===== config.mk =====
export PLATFORM = sky130hd
export DESIGN_NAME = step_dwell
export DESIGN_NICKNAME = d
export VERILOG_FILES = /design/src/rtl/step_dwell_pkg.sv /design/src/rtl/step_dwell_tick_prescaler.sv /design/src/rtl/step_dwell.sv
export SDC_FILE = /design/constraint.sdc
export NUM_CORES = 1
export LEC_CHECK = 0
export ABC_AREA = 1
export CELL_PAD_IN_SITES_DETAIL_PLACEMENT = 0
export CELL_PAD_IN_SITES_GLOBAL_PLACEMENT = 1
export CORE_MARGIN = 4
export CORE_UTILIZATION = 38
export DETAILED_ROUTE_END_ITERATION = 7
export GPL_TIMING_DRIVEN = 0
export HOLD_SLACK_MARGIN = 0.05
export PLACE_DENSITY_LB_ADDON = 0.25
export REMOVE_ABC_BUFFERS = 1
export SKIP_LAST_GASP = 1
export SLEW_MARGIN = 0
export SYNTH_ARGS = -nofsm -noshare
export SYNTH_HDL_FRONTEND = slang
export SYNTH_HIERARCHICAL = 1
export SYNTH_SLANG_ARGS = --single-unit

===== constraint.sdc =====
create_clock -name clk -period 2.4 [get_ports clk]
set_clock_uncertainty 0.2 [all_clocks]
set_input_delay 0.6 -clock clk [delete_from_list [all_inputs] [get_ports clk]]
set_output_delay 0.6 -clock clk [all_outputs]
set_load 0.1 [all_outputs]

===== src/rtl/step_dwell_pkg.sv =====
// Shared definitions for the dwell output stage: state encoding, default
// geometry and the {n, d} field-split macros also used by the sequencer.
`ifndef STEP_DWELL_FIELDS_SVH
`define STEP_DWELL_FIELDS_SVH
// Dwell-count field (upper bits) of a command word.
`define DW_FIELD_N(w, nw, ddw) w[(nw)+(ddw)-1:(ddw)]
// Output pattern field (lower bits) of a command word.
`define DW_FIELD_D(w, ddw) w[(ddw)-1:0]
`endif

package step_dwell_pkg;

  // Default geometry, matching the sequencer's data_o layout.
  localparam int DW_NW    = 5;
  localparam int DW_DDW   = 4;
  localparam int DW_PRESC = 256;
  localparam int DW_DT    = 2;

  typedef enum logic [1:0] {
    DW_IDLE  = 2'd0,
    DW_DEAD  = 2'd1,
    DW_DWELL = 2'd2
  } dw_state_e;

endpackage


===== src/rtl/step_dwell_tick_prescaler.sv =====
// Modulo-presc counter with synchronous clear; tick_o is high for the one
// cycle in which an enabled count sits at presc-1 (the wrap cycle).
module tick_prescaler #(
  parameter int presc = 256
) (
  input  logic clk,
  input  logic rst_n,
  input  logic clr_i,
  input  logic en_i,
  output logic tick_o
);

  localparam int PW = (presc > 1) ? $clog2(presc) : 1;
  localparam logic [PW-1:0] LAST = PW'(presc - 1);

  logic [PW-1:0] cnt_q, cnt_d;

  assign tick_o = en_i && (cnt_q == LAST);

  // Next count: clear wins, otherwise advance and wrap while enabled.
  always_comb begin
    cnt_d = cnt_q;
    if (clr_i)
      cnt_d = '0;
    else if (en_i)
      cnt_d = (cnt_q == LAST) ? '0 : cnt_q + 1'b1;
  end

  // Count register.
  always_ff @(posedge clk or negedge rst_n) begin
    if (!rst_n) cnt_q <= '0;
    else        cnt_q <= cnt_d;
  end

endmodule


===== src/rtl/step_dwell.sv =====
// Output stage behind the sequencer: holds each pattern d for n*presc
// clocks, inserts an all-off gap of dt clocks between two different
// energised patterns, and backpressures through valid/ready.
module step_dwell
  import step_dwell_pkg::*;
#(
  parameter int nw    = DW_NW,
  parameter int ddw   = DW_DDW,
  parameter int presc = DW_PRESC,
  parameter int dt    = DW_DT
) (
  input  logic              clk,
  input  logic              rst_n,
  input  logic [nw+ddw-1:0] data_i,
  input  logic              valid_i,
  output logic              ready_o,
  output logic [ddw-1:0]    data_o,
  output logic              idle_o
);

  localparam int CW = (dt > 0) ? $clog2(dt + 1) : 1;
  localparam logic [CW-1:0] DEAD_LAST = (dt > 0) ? CW'(dt - 1) : '0;

  dw_state_e         state_q, state_d;
  logic [ddw-1:0]    data_q, data_d;
  logic [nw+ddw-1:0] word_q, word_d;
  logic [nw-1:0]     dwell_q, dwell_d;
  logic [CW-1:0]     dead_q, dead_d;

  logic              pre_clr, pre_en, pre_tick;
  logic              last_dwell, xfer, wants_dead;
  logic [nw-1:0]     n_in;
  logic [ddw-1:0]    d_in;

  // The prescaler only runs while a pattern is being dwelt on.
  assign pre_en = (state_q == DW_DWELL);

  tick_prescaler #(.presc(presc)) u_pre (
    .clk   (clk),
    .rst_n (rst_n),
    .clr_i (pre_clr),
    .en_i  (pre_en),
    .tick_o(pre_tick)
  );

  assign n_in = `DW_FIELD_N(data_i, nw, ddw);
  assign d_in = `DW_FIELD_D(data_i, ddw);

  // Final cycle of a non-zero dwell: accepting here gives back-to-back words.
  assign last_dwell = (state_q == DW_DWELL) && (dwell_q == nw'(1)) && pre_tick;
  assign ready_o    = (state_q == DW_IDLE) || last_dwell;
  assign xfer       = valid_i && ready_o;
  assign idle_o     = (state_q == DW_IDLE);
  assign data_o     = data_q;

  // Gap only when switching from one energised pattern to another.
  assign wants_dead = (dt > 0) && (data_q != '0) && (d_in != data_q) && (d_in != '0);

  // Next-state and datapath updates; a transfer overrides the dwell exit.
  always_comb begin
    state_d = state_q;
    data_d  = data_q;
    word_d  = word_q;
    dwell_d = dwell_q;
    dead_d  = dead_q;
    pre_clr = 1'b0;

    case (state_q)
      DW_DEAD: begin
        if (dead_q == DEAD_LAST) begin
          data_d  = `DW_FIELD_D(word_q, ddw);
          dwell_d = `DW_FIELD_N(word_q, nw, ddw);
          pre_clr = 1'b1;
          state_d = DW_DWELL;
        end else begin
          dead_d = dead_q + 1'b1;
        end
      end
      DW_DWELL: begin
        // n=0 occupies exactly one cycle with the pattern applied.
        if (dwell_q == '0) begin
          state_d = DW_IDLE;
        end else if (pre_tick) begin
          dwell_d = dwell_q - 1'b1;
          if (dwell_q == nw'(1)) state_d = DW_IDLE;
        end
      end
      default: ;
    endcase

    if (xfer) begin
      word_d  = data_i;
      dead_d  = '0;
      pre_clr = 1'b1;
      if (wants_dead) begin
        data_d  = '0;
        state_d = DW_DEAD;
      end else begin
        data_d  = d_in;
        dwell_d = n_in;
        state_d = DW_DWELL;
      end
    end
  end

  // State and datapath registers; reset forces the outputs off at once.
  always_ff @(posedge clk or negedge rst_n) begin
    if (!rst_n) begin
      state_q <= DW_IDLE;
      data_q  <= '0;
      word_q  <= '0;
      dwell_q <= '0;
      dead_q  <= '0;
    end else begin
      state_q <= state_d;
      data_q  <= data_d;
      word_q  <= word_d;
      dwell_q <= dwell_d;
      dead_q  <= dead_d;
    end
  end

endmodule


==> metrics list <==
- Nets: 315
- Width of the die: 78.77 um
- Area overhead of the layout relative to synthesis: 27.81%
- Detailed placement ended at an HPWL of 2.990 mm.
* Std cell rows: 25
- Clock slew at reported path FFs: 0.07 ns
- # port buffers: 17
- Hold-fix buffers, CTS: 0
- Top Ports: 18
* Via/cell ratio: 4.840
- After synthesis the netlist holds a flip-flop and latch count of 30.
- In this run the biggest area consumer among cell types represents 39.45% of the synthesized area.
- Hold violation total from the final report: 0
- Critical-path cell list: ha_4 > nand2_4 > nor2_4 > nand2_4 > nor2_4 > nand2_2 > inv_2 > nand3_2 > nand2_4 > buf_12
- Final wirelength: 4.468 mm
- Die Footprint: 0.006204 mm^2
* Clock latency on the worst-skew pair: 0.28 ns
- The number of antenna violations at the first check in global routing came to 0.
- Pleak: 1.207 nW
* Proportion of total power due to net switching: 51.21%
- Worst IR Drop VDD: 819.7 uV
- Routed wire length per instance: 12.31 um
- Share of power burned in combinational logic: 61.3%
- At the worst endpoint, the arrival time is 1.72 ns.
- Final Hold Slack: 0.1488 ns
* Maximum number of pins on one net before global-route repair: 31
- The worst path uses 104.9% of the clock period.
- TritonCTS clock tree: built
* Headroom to the max-slew limit: 36.73%
- The slowest stage of the critical path belongs to the cell sky130_fd_sc_hd__dfrtp_1.
* First-pass DRT Iterations: 4
- Along the worst path, the maximum fanout reaches 3.
* Switching pwr: 0.001733 W
- Library cell appearing most often on the critical path: sky130_fd_sc_hd__nand2_4
- CP Launch Type: flop
- For the worst flop-to-flop path, the logic depth is 18.
* Setup slack after placement: -1.294 ns
* Initial core utilization: 39.76%
- Across the run, the number of max-cap violations was 0.
* Average instance area after synthesis: 7.376 um^2
* Most area-hungry cell type in the Yosys netlist: sky130_fd_sc_hd__dfrtp_1
- Cells taking the most area after synthesis: sky130_fd_sc_hd__dfrtp_1, sky130_fd_sc_hd__nand2_1, sky130_fd_sc_hd__nand3_1, sky130_fd_sc_hd__inv_1, sky130_fd_sc_hd__ha_1
- Antenna cell count: 0
- The root buffer cell chosen for the clock tree is sky130_fd_sc_hd__clkbuf_8.
- Fill cells in the final layout number 488.
- Clock period minus final worst setup slack: 2.517 ns
- In the final layout, the share of cells above drive strength 1 is 18.92%.
* Sequential cell area fraction in the yosys report: 39.45%
* Most common library cell in the layout ignoring fill and taps: sky130_fd_sc_hd__nand2_1
* Global-route congestion overflow total: 0
* Global router's overall resource usage: 14.78%
- Number of global-route vias before repair: 1521
- Dividing total power by cell area gives a power density of 1392 mW/mm^2.
- Violated checks: setup timing
- Static timing analysis puts the maximum clock frequency at 0.3973 GHz.
* Worst flop-to-flop path startpoint: u_pre/cnt_q[1]
- Fin. max-slew vios: 0
- The clock passes through at most 2 buffers.
- CTS Buf Count: 5
* Setup repair after global routing missed its margin: true
- Cell internal power was estimated by the tool at 0.001652 W.
- The top cell types in the final layout, fill and taps aside, are sky130_fd_sc_hd__nand2_1, sky130_fd_sc_hd__nand3_1, sky130_fd_sc_hd__dfrtp_1, sky130_fd_sc_hd__inv_1.
- Vert. Die Dim: 78.77 um
- Netlist area before placement: 0.001903 mm^2
* DR vias: 1757
* Final worst setup slack: -0.1168 ns
- Clock share of power: 12.8%
- The critical path is of the reg2out type.
- Run status: complete, but fails checks
- For the pin with the worst max-slew slack, the measured transition is 0.9527 ns.
- Total of warnings raised by yosys: 6
- Nature of the critical path endpoint: output pin
- Minimum setup slack among reg-to-reg paths: 0.07 ns
* Sequential share of power: 25.9%
* Start point of the critical path: u_pre/cnt_q[1]
- The H-tree generated during clock tree synthesis spans 2 levels.
- The path class of the tightest hold or removal check is in2async.
* Cell count after synthesis: 258
- Wire length of the first global-routing pass: 7.265 mm
- Antenna viol nets, final: 0
* Clock sink count: 30
- Final number of setup-violating endpoints: 1
- For this run, design rule violations remaining after detail routing come to 0.
* Count of cell types in the netlist: 28
- CP max stage delay: 0.42 ns
- Routability-driven placement congestion ratio: 0.8450
* Critical path required time: 1.60 ns
- The floorplan step defined a core boundary enclosing 0.004786 mm^2.
- First-iteration detailed-routing DRC count: 66
## synthesized netlist by cell type
cell	instances
sky130_fd_sc_hd__a21oi_1	12
sky130_fd_sc_hd__a21oi_2	1
sky130_fd_sc_hd__a22o_1	1
sky130_fd_sc_hd__a31oi_1	2
sky130_fd_sc_hd__buf_2	1
sky130_fd_sc_hd__buf_4	1
sky130_fd_sc_hd__buf_6	3
sky130_fd_sc_hd__clkinv_4	1
sky130_fd_sc_hd__dfrtp_1	30
sky130_fd_sc_hd__ha_1	8
sky130_fd_sc_hd__inv_1	28
sky130_fd_sc_hd__inv_2	2
sky130_fd_sc_hd__nand2_1	72
sky130_fd_sc_hd__nand2_2	9
sky130_fd_sc_hd__nand2_4	1
sky130_fd_sc_hd__nand3_1	33
sky130_fd_sc_hd__nand3_2	1
sky130_fd_sc_hd__nand4_1	2
sky130_fd_sc_hd__nor2_1	18
sky130_fd_sc_hd__nor2_2	2
sky130_fd_sc_hd__nor2_4	3
sky130_fd_sc_hd__nor3b_1	1
sky130_fd_sc_hd__o21a_1	1
sky130_fd_sc_hd__o21ai_0	10
sky130_fd_sc_hd__o21ai_1	10
sky130_fd_sc_hd__o21bai_1	1
sky130_fd_sc_hd__o22ai_1	1
sky130_fd_sc_hd__xor2_1	3
## power groups by stage
stage | combinational, W | sequential [W] | clock (W)
after detailed placement | 0.00181 | 0.000878 | 0
final | 0.00208 | 0.000876 | 0.000433
after global routing | 0.00230 | 0.000908 | 0.000473
after global placement | 0.00180 | 0.000875 | 0
after CTS | 0.00187 | 0.000868 | 0.000448
after floorplan | 0.00117 | 0.00109 | 0
## critical path, delay by kind of cell, from the launching register on
family                     cells  cell delay, ns
DFF                            1            0.42
adders and majority gates      1            0.17
and+or+nand+nor                7            0.61
buffers and inverters          2            0.21
## flip-flops by register name (all words and copies together), names as in the netlist
name and flops:
dwell_q 5, u_pre/cnt_q 8, dead_q 2, state_q 2
data_o 4, word_q 9
## routing by layer
| layer | wire length (um) | up-vias | global-route usage [%] |
|---|---|---|---|
| li1 | - | 912 | - |
| met1 | 2176 | 816 | 19.57 |
| met2 | 2110 | 24 | 23.68 |
| met3 | 147 | 5 | 3.515 |
| met4 | 33 | 0 | 4.895 |
| met5 | 0 | - | 0 |
## path summary, 6_finish.rpt
check / endpoint
max: ready_o
min: u_pre/cnt_q[7]
max reg2reg: u_pre/cnt_q[7]
min reg2reg: word_q[3]
max in group asynchronous: word_q[6]
min in group clk: word_q[3]
## logic make-up after synthesis
group / Yosys count / synth area share, %
AOI/OAI and AO/OA: 39 / 11.11
and+or+nand+nor: 142 / 33.99
DFF: 30 / 39.45
buffers and inverters: 36 / 8.810
xor gates and xnor gates: 3 / 1.381
adders and majority gates: 8 / 5.260
## through the flow
step / cells / total power [W] / cell area (um^2) / setup TNS (ns) / util (%)
6_report: 363 / 0.003385 / 2432 / -0.1168 / 50.82
5_1_grt: 363 / 0.003680 / 2432 / -0.3797 / 50.82
4_1_cts: 347 / 0.003183 / 2266 / -0.2100 / 47.35
3_5_place_dp: 337 / 0.002684 / 2106 / -10.24 / 44.00
3_3_place_gp: 337 / 0.002671 / 2111 / -11.67 / 44.10
2_1_floorplan: 253 / 0.002260 / 1857 / -10.52 / -
## repair_timing
| item | 4_1_cts | 5_1_grt |
|---|---|---|
| setup endpoints to repair | 36 | 18 |
| setup buffers | 2 | 15 |
| cloned | 0 | 1 |
| resized for setup | 26 | 13 |
| pin swaps | 3 | 8 |
## area by class of cell
type	count	area [um^2]	share of cell area, %
Timing Repair Buffer	34	302.8	12.45
Multi-Input combinational cell	193	1076	44.24
Tap cell	67	83.83	3.447
Clock inverter	2	12.51	0.5144
Clock buffer	6	82.58	3.395
Sequential cell	30	750.7	30.86
Inverter	31	123.9	5.093
No activity file was read; power rests on OpenSTA's default activity.
